`src/rtl/bcd_multi_counter_scan.sv`:
```
// Up to three independent BCD counters sharing one 6-digit multiplexed 7-segment display.
// Optional feature macro: BLANK_LEADING_ZERO_EN (blank leading zeros within each channel).
module bcd_multi_counter_scan #(
  parameter int          DIG0     = 1,
  parameter int          DIG1     = 2,
  parameter int          DIG2     = 3,
  parameter logic [11:0] LIM0     = 12'h009,
  parameter logic [11:0] LIM1     = 12'h087,
  parameter logic [11:0] LIM2     = 12'h111,
  parameter logic [2:0]  DIR      = 3'b101,
  parameter logic [2:0]  WRAP     = 3'b111,
  parameter int          TICK_EXP = 21,
  parameter int          SCAN_EXP = 13
) (
  input  logic       clk,
  input  logic       reset,
  input  logic [2:0] enable,
  input  logic       clr,
  output logic [2:0] seg7_sel,
  output logic [6:0] seg7_out,
  output logic       dpt_out,
  output logic       led_com,
  output logic [2:0] carry
);

  localparam int P1 = DIG0;
  localparam int P2 = DIG0 + DIG1;
  localparam int P3 = DIG0 + DIG1 + DIG2;

  if (P3 > 6) begin : g_sum_err
    $error("bcd_multi_counter_scan: DIG0+DIG1+DIG2 exceeds 6");
  end

  function automatic logic [11:0] bcd_inc(input logic [11:0] v);
    logic [11:0] r;
    logic        c;
    r = v;
    c = 1'b1;
    for (int k = 0; k < 3; k++) begin
      if (c) begin
        if (v[4*k +: 4] >= 4'd9) begin
          r[4*k +: 4] = 4'd0;
        end else begin
          r[4*k +: 4] = v[4*k +: 4] + 4'd1;
          c = 1'b0;
        end
      end
    end
    return r;
  endfunction

  function automatic logic [11:0] bcd_dec(input logic [11:0] v);
    logic [11:0] r;
    logic        b;
    r = v;
    b = 1'b1;
    for (int k = 0; k < 3; k++) begin
      if (b) begin
        if (v[4*k +: 4] == 4'd0) begin
          r[4*k +: 4] = 4'd9;
        end else begin
          r[4*k +: 4] = v[4*k +: 4] - 4'd1;
          b = 1'b0;
        end
      end
    end
    return r;
  endfunction

  function automatic logic [6:0] seg_decode(input logic [3:0] d);
    logic [6:0] s;
    case (d)
      4'd0:    s = 7'b1111110;
      4'd1:    s = 7'b0110000;
      4'd2:    s = 7'b1101101;
      4'd3:    s = 7'b1111001;
      4'd4:    s = 7'b0110011;
      4'd5:    s = 7'b1011011;
      4'd6:    s = 7'b1011111;
      4'd7:    s = 7'b1110000;
      4'd8:    s = 7'b1111111;
      4'd9:    s = 7'b1111011;
      default: s = 7'b0000000;
    endcase
    return s;
  endfunction

  // Free-running dividers; tick and scan are single-cycle enables, never clocks.
  logic [TICK_EXP-1:0] tick_div_q, tick_div_d;
  logic [SCAN_EXP-1:0] scan_div_q, scan_div_d;
  logic [2:0]          sel_q, sel_d;
  logic                tick, scan;

  assign tick = &tick_div_q;
  assign scan = &scan_div_q;

  always_comb begin
    tick_div_d = tick_div_q + TICK_EXP'(1);
    scan_div_d = scan_div_q + SCAN_EXP'(1);
    sel_d      = sel_q;
    if (scan) begin
      sel_d = (sel_q == 3'd0) ? 3'd5 : sel_q - 3'd1;
    end
  end

  always_ff @(posedge clk or negedge reset) begin
    if (!reset) begin
      tick_div_q <= '0;
      scan_div_q <= '0;
      sel_q      <= 3'd5;
    end else begin
      tick_div_q <= tick_div_d;
      scan_div_q <= scan_div_d;
      sel_q      <= sel_d;
    end
  end

  logic [11:0] cnt_w [3];

  for (genvar g = 0; g < 3; g++) begin : g_ch
    localparam int          DIG_G = (g == 0) ? DIG0 : (g == 1) ? DIG1 : DIG2;
    localparam logic [11:0] LIM_G = (g == 0) ? LIM0 : (g == 1) ? LIM1 : LIM2;
    localparam logic [11:0] MASK  = (DIG_G >= 3) ? 12'hFFF : (DIG_G == 2) ? 12'h0FF : 12'h00F;
    localparam logic [11:0] LIM_M = LIM_G & MASK;
    // Wrapping always lands on the start value: 0 going up, LIM going down.
    localparam logic [11:0] START = DIR[g] ? 12'h000 : LIM_M;
    localparam logic [11:0] TERM  = DIR[g] ? LIM_M : 12'h000;
    localparam bit LIM_BAD = (LIM_G[3:0] > 4'd9) || (LIM_G[7:4] > 4'd9) || (LIM_G[11:8] > 4'd9);

    if (DIG_G < 1 || DIG_G > 3) begin : g_dig_err
      $error("bcd_multi_counter_scan: channel digit count out of range 1..3");
    end
    if (LIM_BAD) begin : g_lim_err
      $error("bcd_multi_counter_scan: channel terminal value is not valid BCD");
    end

    logic [11:0] cnt_q, cnt_d;

    always_comb begin
      cnt_d = cnt_q;
      if (clr) begin
        cnt_d = START;
      end else if (tick && enable[g]) begin
        if (cnt_q == TERM) begin
          cnt_d = WRAP[g] ? START : cnt_q;
        end else if (DIR[g]) begin
          cnt_d = bcd_inc(cnt_q) & MASK;
        end else begin
          cnt_d = bcd_dec(cnt_q) & MASK;
        end
      end
    end

    always_ff @(posedge clk or negedge reset) begin
      if (!reset) begin
        cnt_q <= START;
      end else begin
        cnt_q <= cnt_d;
      end
    end

    assign cnt_w[g] = cnt_q;
    assign carry[g] = (cnt_q == TERM);
  end

  // Map the scan position onto a channel and a digit index counted from its LSD.
  int          sel_int;
  int          dig_idx;
  logic        ch_valid;
  logic [11:0] ch_cnt;
  logic [11:0] ch_shift;

  always_comb begin
    sel_int  = {29'd0, sel_q};
    ch_valid = 1'b1;
    ch_cnt   = 12'h000;
    dig_idx  = 0;
    if (sel_int < P1) begin
      ch_cnt  = cnt_w[0];
      dig_idx = P1 - 1 - sel_int;
    end else if (sel_int < P2) begin
      ch_cnt  = cnt_w[1];
      dig_idx = P2 - 1 - sel_int;
    end else if (sel_int < P3) begin
      ch_cnt  = cnt_w[2];
      dig_idx = P3 - 1 - sel_int;
    end else begin
      ch_valid = 1'b0;
    end
    ch_shift = ch_cnt >> (4 * dig_idx);
    seg7_out = ch_valid ? seg_decode(ch_shift[3:0]) : 7'b0000000;
`ifdef BLANK_LEADING_ZERO_EN
    if (dig_idx != 0 && ch_shift == 12'h000) begin
      seg7_out = 7'b0000000;
    end
`endif
    dpt_out = ch_valid && (dig_idx == 0);
  end

  assign seg7_sel = sel_q;
  assign led_com  = 1'b1;

endmodule
```
`config.mk`:
```
export PLATFORM = sky130hd
export DESIGN_NAME = bcd_multi_counter_scan
export DESIGN_NICKNAME = d
export VERILOG_FILES = /design/src/rtl/bcd_multi_counter_scan.sv
export SDC_FILE = /design/constraint.sdc
export NUM_CORES = 1
export LEC_CHECK = 0
export BUFFER_PORTS_ARGS = -buffer_cell sky130_fd_sc_hd__buf_4
export CAP_MARGIN = 20
export CORE_ASPECT_RATIO = 2
export CORE_UTILIZATION = 51
export DETAILED_ROUTE_END_ITERATION = 8
export HOLD_SLACK_MARGIN = 0.05
export PLACE_DENSITY = 0.69
export SLEW_MARGIN = 20
export SYNTH_ARGS = -nofsm -noshare
export SYNTH_HDL_FRONTEND = slang
export SYNTH_SLANG_ARGS = --single-unit
```
`constraint.sdc`:
```
create_clock -name clk -period 3.2 [get_ports clk]
set_input_delay 0.48 -clock clk [delete_from_list [all_inputs] [get_ports clk]]
set_output_delay 0.48 -clock clk [all_outputs]
set_load 0.02 [all_outputs]
```
==> reports/metrics.yaml <==
io_buffers: 19
die_area_sq_mm: 0.00766
worst-r2r-setup-slack_ps: 620
io_pins: 21
area_growth_pct: 20.1
dieHeight_um: 123
status: "finished with violations"
mostFrequentLayoutCell: "dfrtp_1"
ff2ff_path_depth: 8
min_path_type: "primary input to asynchronous set/reset pin"
syn_area_per_cell_sq_um: 9.32
grt_max_degree: 62
drc_errors: 0
worstPathArrival_ps: 2770
seqPwrFrac: 0.416
vias: 2995
placedCellCount: 504
synth_cell_types: 63
critPathLaunchType: "flop"
syn_inst: 399
nNetsFinal: 462
seq_area_frac_synth: 0.412
yosysWarnings: 0
synth_flop_cell: "dfrtp_1"
fin_tns_setup_ps: -66.6
max_freq_ghz: 0.308
antenna_found_initial: 0
wl_per_cell_um: 15.2
overflow: 0
cap_viol_max_count: 0
synth_area_leaders: "dfrtp_1 37%, ha_1 8.1%, xnor2_1 5.7%, dfstp_2 4.2%, nand2_1 3.7%"
ir_drop_mv: 0.404
place_area_sq_mm: 0.00403
diodes: 0
rsz0062_at_grt: "true"
design_area_sq_mm: 0.00447
instances_no_fill: 527
fin_crit_ps: 3250
gp_congestion: 0.863
coreArea_sq_mm: 0.00699
cp_slowest_stage_delay_ps: 540
grt_pass1_wl_um: 13600
path_clk_slew_ps: 50
path_common_cell: "ha_4"
intPower_w: 0.00156
via_per_inst: 5.68
min_period_over_period: 1.02
path_buf_inv: 3
synth_area_sq_mm: 0.00372
pwr-share-clk: 0.523
failed_checks: "setup timing"
r2r_start: "g_ch[2].cnt_q[9]"
synth_enable_flop_cells: 0
worst_pin_slew_ps: 765
worst_ep_required_time_ps: 2720
drt_wl_total_um: 8020
setup_violations: 2
power_density_mw_per_mm2: 447
dp_hpwl_um: 5730
cts.path.max_buffers: 2
cp_max_fo: 8
p_sw_frac: 0.218
skew_ps: 5.12
h-tree-depth: 3
grt_pass1_vias: 2943
final_util: 0.639
crit_type: "flop to primary output"
combPwrFrac: 0.061
slew_violations: 0
fp.dieW_um: 62.4
syn-num-nets: 429
switchingPower_w: 0.000435
path_depth: 10
clock-root-buffer: "clkbuf_16"
crit_family: "adder cells"
final_cell_mix: "54 x dfrtp_1, 37 x nand2_1, 31 x nor2_1, 31 x buf_4, 26 x inv_1"
yosys.area.top_type: "dfrtp_1"
cts_tree: "built"
synth_seq_cells: 61
finalHoldViolCount: 0
cts_buffers: 9
async_flop_share: 1.00
start_util: 0.532
clkLatencyLatePin_ps: 330
r2r_end: "g_ch[2].cnt_q[7]"
gr-usage-all-layers: 0.232
slowest_stage: "dfstp_2"
relSlewSlack: 0.490
drive_gt1_frac: 0.188
std_cell_rows: 43
first_iter_violations: 112
preCtsSetupSlack_ps: 125
crit_path_end_kind: "primary output"
first_pass_iters: 4
ant_nets: 0
setup_ws_ps: -48.8
synth_top_area_share: 0.370
cts.sinks: 61
cp_cell_sequence: "inv_2 > ha_4 > xor2_1 > a22oi_1 > o21ai_1 > or3_4 > ha_4 > inv_4 > o311ai_4 > buf_6"
p_leak_nw: 2.01
## power by group through the flow
stage,clock network (W),logic [W],registers [W]
finish,0.00104,0.000121,0.000831
global route,0.00110,0.000146,0.000835
CTS,0.00107,0.000124,0.000831
detailed placement,0,0.000122,0.000842
global placement,0,0.000117,0.000841
floorplan,0,0.0000831,0.000830
## stage by stage
step / hold WS, ps / power, W
final: 222 / 0.00200
after global routing: 298 / 0.00208
after CTS: 253 / 0.00202
after detailed placement: 458 / 0.000964
after global placement: 435 / 0.000959
after floorplan: 184 / 0.000913
## cell type report
type	instances	area (sq um)
Clock inverter	4	70.1
Inverter	29	111
Multi-Input combinational cell	296	2110
Timing Repair Buffer	35	278
Fill cell	607	2520
Tap cell	90	113
Sequential cell	61	1540
Clock buffer	12	256
## worst max-delay path by stage
stage           startpoint           to
2_1_floorplan  seg7_sel[0]  seg7_out[3]
3_3_place_gp   seg7_sel[0]  seg7_out[6]
3_5_place_dp   seg7_sel[0]  seg7_out[6]
4_1_cts        seg7_sel[0]  seg7_out[6]
5_1_grt        seg7_sel[0]  seg7_out[6]
6_report       seg7_sel[0]  seg7_out[3]
## Yosys cell counts (all sizes together), types with 4 or more instances
library cell   n
dfrtp         55
nand2         38
nor2          31
inv           29
ha            24
xnor2         24
a21oi         19
nand3         18
o21ai         18
nand4         11
xor2          10
nor3           8
buf            7
nand2b         7
clkbuf         6
dfstp          6
nor2b          6
or3            5
mux2i          4
nand3b         4
nor3b          4
o31ai          4
or2            4
## kinds of logic after synthesis
logic type	after synthesis	share of synthesized area
xor+xnor	34	0.0801
fa+ha+maj	24	0.0807
mux	6	0.0198
simple gates	154	0.223
buf+inv	42	0.0471
other cells	1	0.00101
compound gates	77	0.136
flops	61	0.412
## flip-flops by register name, summed over array words and instances, names as in the netlist
signal	count
scan_div_q	13
g_ch.cnt_q	24
seg7_sel	3
tick_div_q	21
## timing repair
item	CTS	global route
hold buffers	0	0
setup endpoints to repair	7	7
buffers inserted	7	0
gates resized for setup	8	4
endpoints found under the hold margin	0	0
pin swaps	7	1
## metal layers
metal | GRT usage | wire (um) | vias up
met2 | 0.427 | 4430 | 43
li1 | - | - | 1464
met1 | 0.243 | 3110 | 1464
met4 | 0.125 | 289 | 0
met3 | 0.0483 | 188 | 24
met5 | 0 | 0 | -
(Power assumes the default switching activity.)
